`src/rtl/uart_tx_valid_ready.sv`:
```
// UART transmitter fed by a valid/ready word stream.
// One frame per accepted word; up_ready stays low for the whole frame.
module uart_tx_valid_ready #(
  parameter int CLK_FREQ  = 50_000_000,
  parameter int BAUD      = 115200,
  parameter int WIDTH     = 8,
  parameter int PARITY    = 0,
  parameter int STOP_BITS = 1
) (
  input  logic             clk,
  input  logic             arstn,
  input  logic             up_valid,
  output logic             up_ready,
  input  logic [WIDTH-1:0] up_data,
  output logic             tx,
  output logic             busy
);

  localparam int CPB       = CLK_FREQ / BAUD;
  localparam int STOP_CLKS = STOP_BITS * CPB;
  localparam int CW        = $clog2(STOP_CLKS);
  localparam int BW        = $clog2(WIDTH + 1);

  if (CPB < 2) begin : g_cpb_chk
    $error("CLK_FREQ/BAUD must be at least 2");
  end
  if (STOP_BITS < 1 || STOP_BITS > 2) begin : g_stop_chk
    $error("STOP_BITS must be 1 or 2");
  end
  if (PARITY < 0 || PARITY > 2) begin : g_par_chk
    $error("PARITY must be 0, 1 or 2");
  end

  typedef enum logic [2:0] {
    S_IDLE,
    S_START,
    S_DATA,
    S_PAR,
    S_STOP
  } state_t;

  state_t           state, state_n;
  logic [CW-1:0]    baud, baud_n;
  logic [BW-1:0]    bits, bits_n;
  logic [WIDTH-1:0] shift, shift_n;
  logic             par_bit, par_n;
  logic             tx_n, ready_n, busy_n;
  logic             bit_end;

  assign bit_end = (baud == CW'(CPB - 1));

  always_ff @(posedge clk or negedge arstn) begin
    if (!arstn) begin
      state    <= S_IDLE;
      baud     <= '0;
      bits     <= '0;
      shift    <= '0;
      par_bit  <= 1'b0;
      tx       <= 1'b1;
      up_ready <= 1'b0;
      busy     <= 1'b0;
    end else begin
      state    <= state_n;
      baud     <= baud_n;
      bits     <= bits_n;
      shift    <= shift_n;
      par_bit  <= par_n;
      tx       <= tx_n;
      up_ready <= ready_n;
      busy     <= busy_n;
    end
  end

  always_comb begin
    state_n = state;
    baud_n  = baud;
    bits_n  = bits;
    shift_n = shift;
    par_n   = par_bit;
    tx_n    = tx;
    ready_n = up_ready;
    busy_n  = busy;
    unique case (state)
      S_IDLE: begin
        tx_n    = 1'b1;
        ready_n = 1'b1;
        busy_n  = 1'b0;
        if (up_valid && up_ready) begin
          shift_n = up_data;
          par_n   = (PARITY == 2) ? ~^up_data : ^up_data;
          baud_n  = '0;
          bits_n  = '0;
          ready_n = 1'b0;
          busy_n  = 1'b1;
          tx_n    = 1'b0;
          state_n = S_START;
        end
      end
      S_START: begin
        if (bit_end) begin
          baud_n  = '0;
          tx_n    = shift[0];
          state_n = S_DATA;
        end else begin
          baud_n = baud + 1'b1;
        end
      end
      S_DATA: begin
        if (bit_end) begin
          baud_n = '0;
          if (bits == BW'(WIDTH - 1)) begin
            if (PARITY != 0) begin
              tx_n    = par_bit;
              state_n = S_PAR;
            end else begin
              tx_n    = 1'b1;
              state_n = S_STOP;
            end
          end else begin
            bits_n  = bits + 1'b1;
            shift_n = shift >> 1;
            tx_n    = shift_n[0];
          end
        end else begin
          baud_n = baud + 1'b1;
        end
      end
      S_PAR: begin
        if (bit_end) begin
          baud_n  = '0;
          tx_n    = 1'b1;
          state_n = S_STOP;
        end else begin
          baud_n = baud + 1'b1;
        end
      end
      S_STOP: begin
        // all stop bits share one count so 8N2 is a single long high
        if (baud == CW'(STOP_CLKS - 1)) begin
          baud_n  = '0;
          ready_n = 1'b1;
          busy_n  = 1'b0;
          state_n = S_IDLE;
        end else begin
          baud_n = baud + 1'b1;
        end
      end
      default: begin
        tx_n    = 1'b1;
        state_n = S_IDLE;
      end
    endcase
  end

endmodule
```
`config.mk`:
```
export PLATFORM = sky130hd
export DESIGN_NAME = uart_tx_valid_ready
export DESIGN_NICKNAME = d
export VERILOG_FILES = /design/src/rtl/uart_tx_valid_ready.sv
export SDC_FILE = /design/constraint.sdc
export NUM_CORES = 1
export LEC_CHECK = 0
export CORE_AREA = 3 3 56 58
export DETAILED_ROUTE_END_ITERATION = 10
export DIE_AREA = 0 0 59 61
export PLACE_DENSITY = 0.83
export SYNTH_ARGS = -nofsm -noshare
export SYNTH_HDL_FRONTEND = slang
export SYNTH_SLANG_ARGS = --single-unit
```
`constraint.sdc`:
```
create_clock -name clk -period 4.6 [get_ports clk]
set_input_delay 0.92 -clock clk [delete_from_list [all_inputs] [get_ports clk]]
set_output_delay 0.92 -clock clk [all_outputs]
set_load 0.01 [all_outputs]
```
; ---- After elaboration in Yosys (flattened, before gate mapping)
; Index checks and enable logic that the tools add are counted.
[op_classes]
mux = 28
n_reduce_logical = 11
n_addsub = 2
bitwise_logic = 1
n_eq_ne = 13
[ops]
columns = op, count
row1 = 8-bit 2-to-1 mux, 3
row2 = 3-bit 2-to-1 mux, 6
row3 = 9-bit 2-to-1 mux, 2
row4 = 9-bit case mux with 2 select lines, 1
row5 = 8-bit case mux with 2 select lines, 1
row6 = 3-bit case mux with 5 select lines, 1
row7 = "2-bit != test, second input constant", 7
row8 = 4-bit 2-to-1 mux, 3
row9 = "9-bit by 1-bit adder with 9-bit output, second input constant", 1
row10 = "9-bit equality test, second input constant", 1
row11 = 4-bit case mux with 2 select lines, 1
row12 = 4-bit AND reduction, 2
row13 = 1-bit 2-to-1 mux, 7
row14 = "3-bit by 2-bit equality test with 1-bit output, second input constant", 2
row15 = 6-bit AND reduction, 1
row16 = 2-bit nonzero test, 3
row17 = 1-bit case mux with 5 select lines, 1
row18 = "4-bit by 1-bit adder with 4-bit output, second input constant", 1
row19 = "4-bit by 3-bit equality test with 1-bit output, second input constant", 1
row20 = 1-bit case mux with 2 select lines, 2
row21 = 2-bit AND reduction, 2
row22 = 4-bit OR reduction, 1
row23 = "3-bit by 1-bit equality test with 1-bit output, second input constant", 1
row24 = "3-bit equality test, second input constant", 1
row25 = other kinds (3), 3
[totals]
wordCells = 62
regBits = 27
inputBits = 11

; ---- Logic depth before layout (Yosys ltp)
; Gate-level depths: netlist (run 1).
[depth]
ltp_word = 4
depth_mapped = 7
depth_no_buf = 6

; ---- Least setup slack after synthesis (run 1)
; No wires, ideal clock.
[synth_path]
path_kind = input-to-reg
start = in up_valid
end = reg bits[0]
arrival_time_ps = 1633
required_ps = 4475
setup_time_ps = 125
n_path_buf = 1
stages = 4
slack_ps = 2842
path_cell_list = nand3_4 a22o_1 buf_6 mux2_4
[synth_between]
elab_chain_len = 3
[synth_lines]
columns = item, line_no
row1 = start: declaration, 12  ; input logic up_valid,
row2 = 1-bit logical AND, 88  ; if (up_valid && up_ready) begin
row3 = 2-bit != test (no source line), n/a
row4 = 4-bit AND reduction (no source line), n/a
row5 = end signal: assignment, 65  ; bits <= bits_n;
row6 = end: declaration, 44  ; logic [BW-1:0] bits, bits_n;
; Every way passes these cells.
; A chain may end at the register's enable or synchronous reset.

; ---- Worst setup path in the final report (run 1)
[layout_path]
start = reg tx
end = out tx
[layout_rtl]
columns = item, line_no
row1 = start: declaration, 15  ; output logic tx,
row2 = start signal: assignment, 68  ; tx <= tx_n;
; No word-level cell between the ends.

==> impl_metrics.toml, run 1 <==
[routing]
first_pass_iters = 4
drcViolationCount = 0
vias_per_cell = 6.15
drt-initial-drc-count = 59
num_vias = 1137
wl_per_cell_um = 15.5
ant_nets = 0
totalWireLength_mm = 2.86

[power_and_ir_drop]
power.switching_uw = 77.7
pwr-share-seq = 0.661
p_per_area_mw_per_mm2 = 215
p_comb_frac = 0.061
swShare = 0.212
power.internal_uw = 289
vdd_ir_drop_max_uv = 188
p_clk_frac = 0.278
leakage_nw = 0.765

[floorplanning]
start_util = 0.573
die_w_um = 59
dieArea_mm2 = 0.00360
core_area_mm2 = 0.00271
io_pins = 14
dieHeight_um = 61
num_rows = 19

[timing]
slew_headroom = 0.537
rsz0062_at_grt = "false"
slew_viol_final = 0
worst_slack_ns = 2.27
fin_setup_tns_ns = 0
period_share = 0.506
timing.fmax_mhz = 429
fin_crit_ns = 2.33
setup-violations-final = 0
worst_pin_slew_ns = 0.693
final_hold_viol_count = 0
fin_skew_ns = 0.00829

[global_route]
grt_use_total = 0.181
grt-ovfl-total = 0
grt_first_pass_wirelength_mm = 4.92
grt_max_degree = 28
grt_pass1_vias = 1064
antenna_found_initial = 0

[synth]
synth_top_family_by_area = "simple AND/OR/NAND/NOR gates"
synth_fa_ha_area_frac = 0.0242
synthCells = 142
ys_ff_latch = 27
synth-compound-area-share = 0.141
synth-main-ff-cell = "dfrtp_1"
synth.area.top_cells = "dfrtp_1, mux2_4, mux2_2, a21oi_1, nand2_1"
yosys.area_share.simple = 0.193
synthXorXnorAreaFrac = 0.00564
syn_nets = 156
synth-edff-count = 0
ys_warn_count = 0
ys_top_cells_by_count = "dfrtp_1, a21oi_1, nand2_1, mux2_2, mux2_4"
synth_cell_type_count = 43
synthesis.area_mm2 = 0.00155
async_flop_share = 1.00
yosysMostFrequentCell = "dfrtp_1"
synthMuxAreaShare = 0.155
yosysTopAreaCell = "dfrtp_1"
syn_avg_cell_area_um2 = 10.9
synth.yosys.seq_area_share = 0.436
yosys.area.top_type_share = 0.419

[clock_network]
cts_buffers = 3
postCtsSetupBuffers = 0
cts.clk_slew.worst_paths_ns = 0.13
clock-sinks = 27
cts.path.max_buffers = 2
worst_skew_pair.late_latency_ns = 0.33
hold_buffers = 0
root_buffer = "clkbuf_4"
cts_resized = 0
tritoncts = "done"
htree_levels = 1

[layout]
utilization = 0.630
seqCellArea_um2 = 677
fillers = 220
fin_nets = 169
area_growth_pct = 9.99
drive_gt1_frac = 0.188
multi_input_area_um2 = 806
antenna_cells = 0

[worst_setup_path]
setup.worst_path.class = "register to output pin"
worstPathBufferInverterCount = 1
slowest_delay_ns = 0.56
ff2ff_setup_slack_ns = 2.55
endpoint_kind = "output pin"
cpLargestDelayFamily = "flip-flops"
worstPathRequired_ns = 3.68
cp_slowest_cell = "dfstp_2"
path_cells = "clkdlybuf4s50_1"
start_kind = "register"
cp_max_fo = 3
arrival_ns = 1.41

[job]
maxCapViolCount = 0

[outcome]
status = "finished, final reports clean"

[placement]
place.gp.congestion = 0.820
port_buffers = 13
dp_hpwl_mm = 2.08
pre_cts_ws_ns = 2.07

[min_path]
min_path_type = "register to register"
==> path summary, 6_finish.rpt <==
path,from,end,cells after the start
min,shift[4],shift[4],1
min in group asynchronous,arstn,busy,2
max in group asynchronous,arstn,tx,2
max,tx,tx,1
max reg2reg,state[2],shift[0],4
min reg2reg,shift[4],shift[4],1
==> power groups by stage <==
stage	Clock, mW	Sequential (mW)	Combinational, mW
floorplan	0	0.246	0.00805
finish	0.102	0.242	0.0223
global placement	0	0.247	0.0220
detailed placement	0	0.247	0.0229
global route	0.120	0.243	0.0243
CTS	0.108	0.242	0.0229
==> final cells by class <==
class | count | share of cell area
clock buffer | 4 | 0.0154
inverter | 4 | 0.00879
multi-input combinational | 104 | 0.472
sequential | 27 | 0.396
tap | 31 | 0.0227
timing repair buffer | 15 | 0.0850
==> cells in the final DEF, fill, tap and decap left out, drive strengths merged, types with 4 or more instances in the layout <==
cell type	synthesis	routed
nand2	12	12
clkbuf	1	4
clkdlybuf4s50	0	13
a31oi	5	5
and2	4	4
dfrtp	26	26
nand3	4	4
nand4	4	4
a21oi	12	12
inv	4	4
mux2	16	16
o21ai	4	4
nand2b	6	6
==> metrics by stage <==
stage	hold slack [ns]	cells	cell area [um^2]	power [mW]
floorplan	0.458	142	1550	0.254
global placement	0.482	181	1680	0.269
detailed placement	0.497	181	1680	0.270
CTS	0.531	185	1710	0.374
global route	0.540	185	1710	0.387
finish	0.531	185	1710	0.367
==> sequential cells by signal, summed over array words and instances, names as in the netlist <==
name      flops
bits          4
tx            1
busy          1
state         3
shift         8
up_ready      1
baud          9
==> kinds of logic (layout without fill, tap and decap cells) <==
group           Yosys count  in the layout
simple gates             48             48
compound gates           33             33
flops                    27             27
mux                      19             19
buf+inv                  11             23
fa+ha+maj                 3              3
xor+xnor                  1              1
==> routing by layer <==
metal  share of wire  vias up  GRT usage
met5               0        -          0
met4           0.017        0     0.0874
met1            0.46      565      0.242
li1                -      546          -
met2            0.49       21      0.292
met3           0.033        5     0.0255
Power figures use the tool's default switching activity.
==> run 2: changes to the inputs <==
--- a/config.mk
+++ b/config.mk
@@ -5,10 +5,10 @@
 export SDC_FILE = /design/constraint.sdc
 export NUM_CORES = 1
 export LEC_CHECK = 0
-export CORE_AREA = 3 3 56 58
+export CORE_AREA = 3 3 60 62
 export DETAILED_ROUTE_END_ITERATION = 10
-export DIE_AREA = 0 0 59 61
-export PLACE_DENSITY = 0.83
+export DIE_AREA = 0 0 63 65
+export PLACE_DENSITY = 0.77
 export SYNTH_ARGS = -nofsm -noshare
 export SYNTH_HDL_FRONTEND = slang
 export SYNTH_SLANG_ARGS = --single-unit
==> constraint.sdc (replaced) <==
create_clock -name clk -period 2.1 [get_ports clk]
set_input_delay 0.42 -clock clk [delete_from_list [all_inputs] [get_ports clk]]
set_output_delay 0.42 -clock clk [all_outputs]
set_load 0.01 [all_outputs]
==> run 2 against run 1 <==
  * Via count grew 0.97%
  * Non-clock buffer count grew 6
  * Clock skew is 0.0021 ns lower
  * Highest routed layer unchanged
==> impl_metrics.toml, run 2 (synthesized netlist as in run 1, its figures left out) <==
[timing]
worst_pin_slew_ns = 0.357
fin_crit_ns = 1.84
slew_viol_final = 0
fin_skew_ns = 0.00624
period_share = 0.876
rsz0062_at_grt = "false"
final_hold_viol_count = 0
setup-violations-final = 0
timing.fmax_mhz = 543
fin_setup_tns_ns = 0
slew_headroom = 0.761

[floorplanning]
core_area_mm2 = 0.00308
dieArea_mm2 = 0.00410
io_pins = 14
die_w_um = 63
dieHeight_um = 65
start_util = 0.504
num_rows = 20

[global_route]
grt-ovfl-total = 0
grt_first_pass_wirelength_mm = 5.44
grt_use_total = 0.164
grt_pass1_vias = 1183
antenna_found_initial = 0
grt_max_degree = 28

[routing]
ant_nets = 0
drt-initial-drc-count = 79
totalWireLength_mm = 3.04
first_pass_iters = 4
wl_per_cell_um = 14.9
num_vias = 1148
vias_per_cell = 5.63
drcViolationCount = 0

[power_and_ir_drop]
vdd_ir_drop_max_uv = 240
p_per_area_mw_per_mm2 = 450
leakage_nw = 0.802

[min_path]
min_path_type = "primary input to async pin"

[layout]
fin_nets = 175
largestRegisters = "baud x9, shift x8, bits x4"
mostFrequentLayoutCells = "dfrtp_1, clkdlybuf4s50_1, nand2_1, a21oi_1"
layout_commonest_cell = "dfrtp_1"
utilization = 0.580
drive_gt1_frac = 0.231
largest_register_ffs = 9
area_growth_pct = 14.9
regMostFlops = "baud"
antenna_cells = 0

[worst_setup_path]
arrival_ns = 1.42
ff2ff_setup_slack_ns = 0.26
worstPathRequired_ns = 1.68
cpLargestDelayFamily = "flip-flops"
setup.worst_path.class = "register to output pin"
slowest_delay_ns = 0.57
timing.rr.start = "baud[1]"
start_kind = "register"
r2r-end = "bits[3]"
worstPathBufferInverterCount = 1
endpoint_kind = "output pin"
cp_max_fo = 3
cp_slowest_cell = "dfstp_2"
r2r_cells = 7
path_cells = "clkdlybuf4s50_1"

[clock_network]
postCtsSetupBuffers = 0
root_buffer = "clkbuf_4"
tritoncts = "done"
cts.path.max_buffers = 2
cts.clk_slew.worst_paths_ns = 0.15
htree_levels = 1
clock-sinks = 27
cts_buffers = 3
worst_skew_pair.late_latency_ns = 0.32

[placement]
port_buffers = 13
place.gp.congestion = 0.815
dp_hpwl_mm = 2.32

[outcome]
status = "finished, final reports clean"

[job]
maxCapViolCount = 0
==> run 2: cell count changes in the layout (fill, tap and decap cells not counted) <==
cell | before | now
buf_12 | 0 | 1
a22o_2 | 0 | 1
clkbuf_1 | 1 | 0
buf_4 | 2 | 7
a22o_1 | 2 | 1
clkinv_2 | 0 | 1
==> run 2: worst max path at each step <==
stage / from / to / slack (ns) / cells after the start
detailed placement: up_valid / shift[5] / 0.09 / 4
finish: tx / tx / 0.26 / 1
global route: baud[1] / bits[3] / 0.13 / 7
CTS: state[1] / shift[4] / 0.12 / 4
global placement: up_valid / shift[6] / 0.12 / 4
floorplan: state[0] / bits[0] / 0.42 / 6
==> run 2: what timing repair did <==
| action | in CTS | in global routing |
|---|---|---|
| hold buffers | 0 | 0 |
| gates resized for setup | 0 | 1 |
| endpoints found under the setup margin | 0 | 2 |
==> run 2: cell type report <==
cell class                 instances  area [um^2]
inverter                           4         15.0
tap                               44         55.1
sequential                        27          677
clock buffer                       3         22.5
multi-input combinational        104          807
clock inverter                     1         5.00
timing repair buffer              21          203
fill                             257         1290
==> run 2: power by group <==
group	internal (mW)	switching (mW)	total, mW
clock network	0.0714	0.151	0.223
logic	0.0322	0.0175	0.0497
registers	0.527	0.00423	0.531
total	0.631	0.173	0.804
==> run 2: stage by stage <==
stage          area, um^2  total power, mW  std cells  hold slack [ns]  setup WS, ns
5_1_grt              1780            0.847        204            0.449         0.128
2_1_floorplan        1550            0.557        142            0.124         0.421
6_report             1780            0.804        204            0.448         0.260
4_1_cts              1780            0.811        204            0.452         0.115
3_3_place_gp         1760            0.589        200            0.482         0.121
3_5_place_dp         1760            0.591        200            0.485        0.0865
==> run 2: routing by layer <==
layer / track usage / routed length (um)
met5: 0 / 0
met4: 0.0413 / 21
met3: 0.0277 / 83
met2: 0.282 / 1530
met1: 0.215 / 1400
